===== config.mk =====
export PLATFORM = sky130hd
export DESIGN_NAME = count_run_controller
export DESIGN_NICKNAME = d
export VERILOG_FILES = /design/src/rtl/count_ctrl_pkg.sv /design/src/rtl/btn_edge_sync.sv /design/src/rtl/count_run_controller.sv
export SDC_FILE = /design/constraint.sdc
export NUM_CORES = 1
export LEC_CHECK = 0
export BUFFER_PORTS_ARGS = -buffer_cell sky130_fd_sc_hd__buf_2
export CAP_MARGIN = 10
export CORE_MARGIN = 4
export CORE_UTILIZATION = 58
export DETAILED_ROUTE_END_ITERATION = 10
export PLACE_DENSITY = 0.81
export SLEW_MARGIN = 20
export SYNTH_ARGS = -nofsm -noshare
export SYNTH_HDL_FRONTEND = slang
export SYNTH_HIERARCHICAL = 1
export SYNTH_SLANG_ARGS = --single-unit

===== constraint.sdc =====
create_clock -name i_clk -period 3.1 [get_ports i_clk]
set_input_delay 0 -clock i_clk [delete_from_list [all_inputs] [get_ports i_clk]]
set_output_delay 0 -clock i_clk [all_outputs]
set_load 0.05 [all_outputs]

===== src/rtl/count_ctrl_pkg.sv =====
// count_ctrl_pkg: shared state type and button indices for the count run controller
package count_ctrl_pkg;
  typedef enum logic {STOPPED = 1'b0, RUNNING = 1'b1} state_t;
  localparam int BTN_RUN   = 0;
  localparam int BTN_STEP  = 1;
  localparam int BTN_CLEAR = 2;
  localparam int NUM_BTN   = 3;
endpackage


===== src/rtl/btn_edge_sync.sv =====
// btn_edge_sync: two-flop synchronizer plus edge detect, emitting a registered one-cycle event per rising edge
module btn_edge_sync (
  input  logic i_clk,
  input  logic i_rst_n,
  input  logic i_raw,
  output logic o_event
);
  logic [2:0] sync;
  // sync[1:0] resynchronize the raw level, sync[2] holds the previous level for rise detection
  always_ff @(posedge i_clk or negedge i_rst_n) begin
    if (!i_rst_n) begin
      sync    <= '0;
      o_event <= 1'b0;
    end else begin
      sync    <= {sync[1:0], i_raw};
      o_event <= sync[1] & ~sync[2];
    end
  end
endmodule


===== src/rtl/count_run_controller.sv =====
// count_run_controller: run/stop/step/clear sequencer with selectable direction and wrap-or-stop limits
module count_run_controller
  import count_ctrl_pkg::*;
#(
  parameter int WIDTH     = 8,
  parameter int MAX_COUNT = 255
) (
  input  logic             i_clk,
  input  logic             i_rst_n,
  input  logic             i_tick,
  input  logic             i_btn_run,
  input  logic             i_btn_step,
  input  logic             i_btn_clear,
  input  logic             i_dir,
  input  logic             i_wrap_en,
  output logic [WIDTH-1:0] o_count,
  output logic             o_running,
  output logic             o_limit_pulse
);
  localparam logic [WIDTH-1:0] MAXV = WIDTH'(MAX_COUNT);

  if (MAX_COUNT < 1 || longint'(MAX_COUNT) > (longint'(1) << WIDTH) - 1) begin : g_bad_max
    $error("MAX_COUNT out of range 1 .. 2**WIDTH-1");
  end

  logic [NUM_BTN-1:0] raw, ev;
  assign raw[BTN_RUN]   = i_btn_run;
  assign raw[BTN_STEP]  = i_btn_step;
  assign raw[BTN_CLEAR] = i_btn_clear;

  for (genvar b = 0; b < NUM_BTN; b++) begin : g_btn
    btn_edge_sync u_sync (
      .i_clk   (i_clk),
      .i_rst_n (i_rst_n),
      .i_raw   (raw[b]),
      .o_event (ev[b])
    );
  end

  state_t           state, state_nx;
  logic             adv, at_lim, hit;
  logic [WIDTH-1:0] count_nx;

  // advance is qualified by the pre-toggle state; clear wins over any advance
  always_comb begin
    adv      = (state == RUNNING) ? i_tick : ev[BTN_STEP];
    at_lim   = i_dir ? (o_count == MAXV) : (o_count == '0);
    hit      = ~ev[BTN_CLEAR] & adv & at_lim;
    count_nx = ev[BTN_CLEAR] ? '0 :
               !adv          ? o_count :
               !at_lim       ? (i_dir ? o_count + 1'b1 : o_count - 1'b1) :
               !i_wrap_en    ? o_count :
               i_dir         ? '0 : MAXV;
    state_nx = (hit & ~i_wrap_en) ? STOPPED :
               ev[BTN_RUN]        ? ((state == RUNNING) ? STOPPED : RUNNING) :
               state;
  end

  // registered state, count and limit pulse
  always_ff @(posedge i_clk or negedge i_rst_n) begin
    if (!i_rst_n) begin
      state         <= STOPPED;
      o_count       <= '0;
      o_running     <= 1'b0;
      o_limit_pulse <= 1'b0;
    end else begin
      state         <= state_nx;
      o_count       <= count_nx;
      o_running     <= (state_nx == RUNNING);
      o_limit_pulse <= hit;
    end
  end
endmodule


# [Word level (Yosys, flattened, before mapping)]
# Cells that the tools add are included.
[word_totals] reg_bits=22 in_bits=8 out_inout_bits=10 word_cells=39
[classes] add_sub_neg=2 eq_ne=2 n_mux=11 bitwise=11 n_reduce_logical=4
[op_table] operator="8-bit two-way mux" count=6
[op_table] operator="8-bit by 1-bit adder with 8-bit output (second input constant)" count=1
[op_table] operator="8-bit equality test (second input constant)" count=1
[op_table] operator="8-bit logical NOT" count=1
[op_table] operator="8-bit by 1-bit subtractor with 8-bit output (second input constant)" count=1
[op_table] operator="1-bit AND" count=6
[op_table] operator="1-bit two-way mux" count=5
[op_table] operator="1-bit inverter" count=5
[op_table] operator="2-bit nonzero test" count=2
[op_table] operator="3-bit by 2-bit inequality test with 1-bit output (second input constant)" count=1
[op_table] operator="2-bit AND reduction" count=1

# [Longest topological paths before layout]
[depth] ltp_word=5 ltp_mapped=8

# [Cells and area by module]
# Netlist, hierarchy kept.
[by_module_without_submodules] module="count_run_controller" instances=1 cells_each=86 area_each_um2=793.3 seq_area_each_um2=250.2
[by_module_without_submodules] module="btn_edge_sync" instances=3 cells_each=5 area_each_um2=113.9 seq_area_each_um2=100.1

# [Worst setup path before layout]
# Ideal clock, no wire load.
[synth_path] path_kind="register to register" start="register o_count[0]" end="register o_count[6]" t_arrival_ns=1.937 slack_ns=1.028 path_stages_with_launch=9 period_less_slack_ns=2.072 cell_sequence="dfrtp_1 > inv_1 > fa_1 > nand2b_1 > a21oi_1 > o21a_1 > o21a_1 > o21a_1 > o21ai_0"
[synth_between] elab_chain_cells=5 elab_cells_between_ends=11 classes_between="add/sub (2); eq/ne (2); mux (5); reduce/logical (2)"
[synth_rtl] element="start, declared" line_no="count_run_controller.sv:16" rtl="output logic [WIDTH-1:0] o_count,"
[synth_rtl] element="start signal, assigned" line_no="count_run_controller.sv:68" rtl="o_count <= count_nx;"
[synth_rtl] element="8-bit by 1-bit subtractor with 8-bit output, or another cell as far along" line_no="count_run_controller.sv:51" rtl="!at_lim ? (i_dir ? o_count + 1'b1 : o_count - 1'b1) :"
[synth_rtl] element="8-bit two-way mux / 1-bit two-way mux (equally long branches)" line_no="count_run_controller.sv:51, count_run_controller.sv:47"
[synth_rtl] element="8-bit two-way mux" line_no="count_run_controller.sv:51"
[synth_rtl] element="8-bit two-way mux" line_no="count_run_controller.sv:50" rtl="!adv ? o_count :"
[synth_rtl] element="8-bit two-way mux" line_no="count_run_controller.sv:49" rtl="count_nx = ev[BTN_CLEAR] ? '0 :"
# Several ways; a longest one is shown, not always the timed one. The select of a mux whose other input is x is not followed.
# A chain may end at the register's enable or synchronous reset.

# [Worst setup path after layout]
# Same ends and word-level chain as after synthesis.

==> run_results.csv <==
group,metric,value,unit
run_status,status,"completed",
timing,timing.setup.tns,0,ns
floorplanning,fp.dieW,52.24,um
cells_and_area,antenna-diode-count,0,
setup_path,crit_path_end,"o_count[6]$_DFFE_PN0P_",
timing,period_share,63.34,%
place,place.detailed.instances,143,
cells_and_area,post-route-cell-area,0.001354,mm2
cells_and_area,finish.cell_count_without_fillers,152,
logic_synthesis,post-synth-top-area-cell,"dfrtp_1",
cts,ctsLongestPathBuffers,2,
logic_synthesis,synthTopCellsByArea,"dfrtp_1 49%, ha_1 6.6%, nor2b_4 3.6%",
global_routing,globalRouteOverflowTotal,0,
setup_path,worstSetupEndpointType,"register",
logic_synthesis,post_synth_num_cell_types,28,
logic_synthesis,postSynthCellCount,101,
cells_and_area,synthToLayoutAreaGrowth,19.29,%
cells_and_area,final_layout_size_suffix_gt1_share,28.35,%
setup_path,setup.worst_path.class,"reg2reg",
cts,cts_repair_resize_count,0,
cts,cts_setup_buffers,0,
timing,worst_clock_skew,0.001289,ns
floorplanning,chipHeight,52.24,um
hold_path,worstHoldPathType,"in2async",
cts,numCtsBuffers,3,
logic_synthesis,syn_area,0.001135,mm2
floorplanning,fp.coreArea,0.001783,mm2
setup_path,data_arrival_time_at_the_worst_slack_endpoint,2.14,ns
setup_path,reg_to_reg_setup_timing_slack,1.14,ns
timing,report.final.hold_viol_count,0,
logic_synthesis,post-synth-top-area-fraction,48.51,%
floorplanning,initial_utilization,63.65,%
route,detail_route.first_pass.iterations,4,
global_routing,gr-usage-all-layers,17.75,%
route,post-route-drc-count,0,
place,gp_congestion,0.8023,
logic_synthesis,synth_area_per_cell,11.24,um2
timing,rel_slew_slack,69.54,%
logic_synthesis,sequential_to_total_area_share_from_yosys_stat,48.51,%
place,post-dp-hpwl,1459,um
global_routing,vias_in_the_first_global_route,832,
global_routing,antenna_violations_before_repair,0,
timing,final.min_clock_period,1.964,ns
timing,drv_slew,0,
timing,max_freq,509.3,MHz
place,placement.cell_area,0.001251,mm2
route,routedWlPerCell,12.90,um
setup_path,setup.worst_path.start_class,"register",
setup_path,timing.critical_path.required,3.28,ns
route,detailedRoute.firstIterationViolations,16,
logic_synthesis,synth.ff_latch_count,22,
power,power.ir.vdd_worst,597.8,uV
cts,cts.sink_count,22,
timing,fin_hold_ws,0.1679,ns
global_routing,grt_max_degree,23,
cells_and_area,design.final.nets,143,
setup_path,timing.reg2reg.worst_path_depth,8,
logic_synthesis,ys_warn_count,6,
setup_path,endpoint_of_the_worst_register_to_register_path,"o_count[6]$_DFFE_PN0P_",
power,pwr_density_cell,936.2,mW/mm2
timing,tightest_slew,0.4552,ns
cts,insertion_delay,0.29,ns
floorplanning,dieArea,0.002729,mm2
cts,holdBufCountCts,5,
floorplanning,fp-row-count,15,
cts,cts_tree,"done",
cts,clock_tree_root,"clkbuf_4",
route,routed_wl,1961,um
setup_path,worstSetupStartpoint,"o_count[0]$_DFFE_PN0P_",
cts,htreeDepth,1,
route,final_antenna_net_count,0,
power,cellLeakagePower,0.6524,nW
route,detailroute.via_count,812,
cts,clk_pin_slew,0.11,ns
place,count_of_port_buffers_added_during_placement,17,
global_routing,grt_pass1_wl,3546,um
timing,rsz0062_at_grt,"false",
logic_synthesis,syn_nets,116,
floorplanning,io_pins,18,
setup_path,path_max_fanout,7,
route,detail_route.vias_per_cell,5.342,
run,max_cap_violations,0,
setup_path,r2r_start,"o_count[0]$_DFFE_PN0P_",
timing,finalSetupViolCount,0,
## worst min-delay path by stage
| stage | startpoint | endpoint | slack (ns) |
|---|---|---|---|
| 2_1_floorplan | i_rst_n | g_btn[0].u_sync/o_event$_DFF_PN0_ | -0.30 |
| 3_3_place_gp | i_rst_n | o_count[6]$_DFFE_PN0P_ | -0.03 |
| 3_5_place_dp | i_rst_n | o_count[6]$_DFFE_PN0P_ | -0.02 |
| 4_1_cts | i_rst_n | g_btn[2].u_sync/sync[2]$_DFF_PN0_ | 0.17 |
| 5_1_grt | i_rst_n | g_btn[0].u_sync/sync[2]$_DFF_PN0_ | 0.19 |
| 6_report | i_rst_n | o_count[6]$_DFFE_PN0P_ | 0.17 |
## routing by layer
metal	global-route usage (%)	part of all wire [%]
met5	0	0
met4	5.106	1.2
met3	4.274	5.7
met2	30.54	48
met1	22.08	45
## critical path, cell delays in order, from the launching register on
cell and delay [ns]:
dfrtp_1 0.47, inv_1 0.09, fa_1 0.43, nand2b_1 0.18, a21oi_1 0.21, o21a_1 0.17
o21a_1 0.12, o21a_1 0.11, o21ai_0 0.06
## power breakdown
part	internal (mW)	switching, mW
Combinational	0.235	0.399
Sequential	0.344	0.0796
Clock	0.131	0.0786
Total	0.710	0.558
## flip-flops by register name (all words and copies together) (netlist names)
name and flops:
o_count 8, o_limit_pulse 1, g_btn.u_sync/sync 9, g_btn.u_sync/o_event 3, o_running 1
## cell families (layout without fill, tap and decap cells)
logic type      after synthesis  in the layout  synth area share (%)
simple gates                 30             30                 17.31
compound gates               29             29                 18.63
flops                        22             22                 48.51
fa+ha+maj                     7              7                 8.379
buf+inv                       7             33                 2.316
xor+xnor                      5              5                 3.860
mux                           1              1                0.9922
## final cells by class
cell class,instances,area [um2]
Clock buffer,3,22.52
Clock inverter,1,30.03
Fill cell,120,429.2
Inverter,7,26.28
Multi-Input combinational cell,72,558.0
Sequential cell,22,550.5
Tap cell,25,31.28
Timing Repair Buffer,22,135.1
## cells in the final DEF, fill, tap and decap left out, drive strengths merged, types with 2 or more instances in the layout
| cell type | netlist | final |
|---|---|---|
| nand2 | 6 | 6 |
| o21ai | 7 | 7 |
| buf | 0 | 17 |
| xnor2 | 3 | 3 |
| dlygate4sd3 | 0 | 5 |
| ha | 6 | 6 |
| nand2b | 2 | 2 |
| inv | 7 | 7 |
| a21o | 4 | 4 |
| o21a | 4 | 4 |
| xor2 | 2 | 2 |
| dfrtp | 22 | 22 |
| clkbuf | 0 | 3 |
| a21oi | 9 | 9 |
| nor3 | 4 | 4 |
| nor2 | 8 | 8 |
| nand3 | 4 | 4 |
| nor2b | 3 | 3 |
## through the flow
step                      power [mW]  util, %  setup slack, ns
after global placement         1.046    70.18            1.215
after detailed placement       1.057    70.18            1.179
after global routing           1.358    75.93           0.9979
final                          1.267    75.93            1.136
after CTS                      1.280    75.93            1.144
after floorplan               0.9263        -            1.028
## cell usage after synthesis
cell type and instances:
dfrtp_1 22, a21oi_1 8, nor2_1 8, inv_1 7, ha_1 6, nand2_1 6
o21ai_0 5, a21o_2 4, nand3_1 4, o21a_1 4, nor2b_4 3, nor3_1 3
xnor2_1 3, nand2b_1 2, o21ai_2 2, xor2_1 2, a211oi_1 1, a21oi_4 1
and3_4 1, fa_1 1, mux2_2 1, nand4_1 1, nor3_4 1, nor4_4 1
o211ai_1 1, o21bai_1 1, o2bb2ai_1 1, o41ai_2 1
Power figures use the tool's default switching activity.
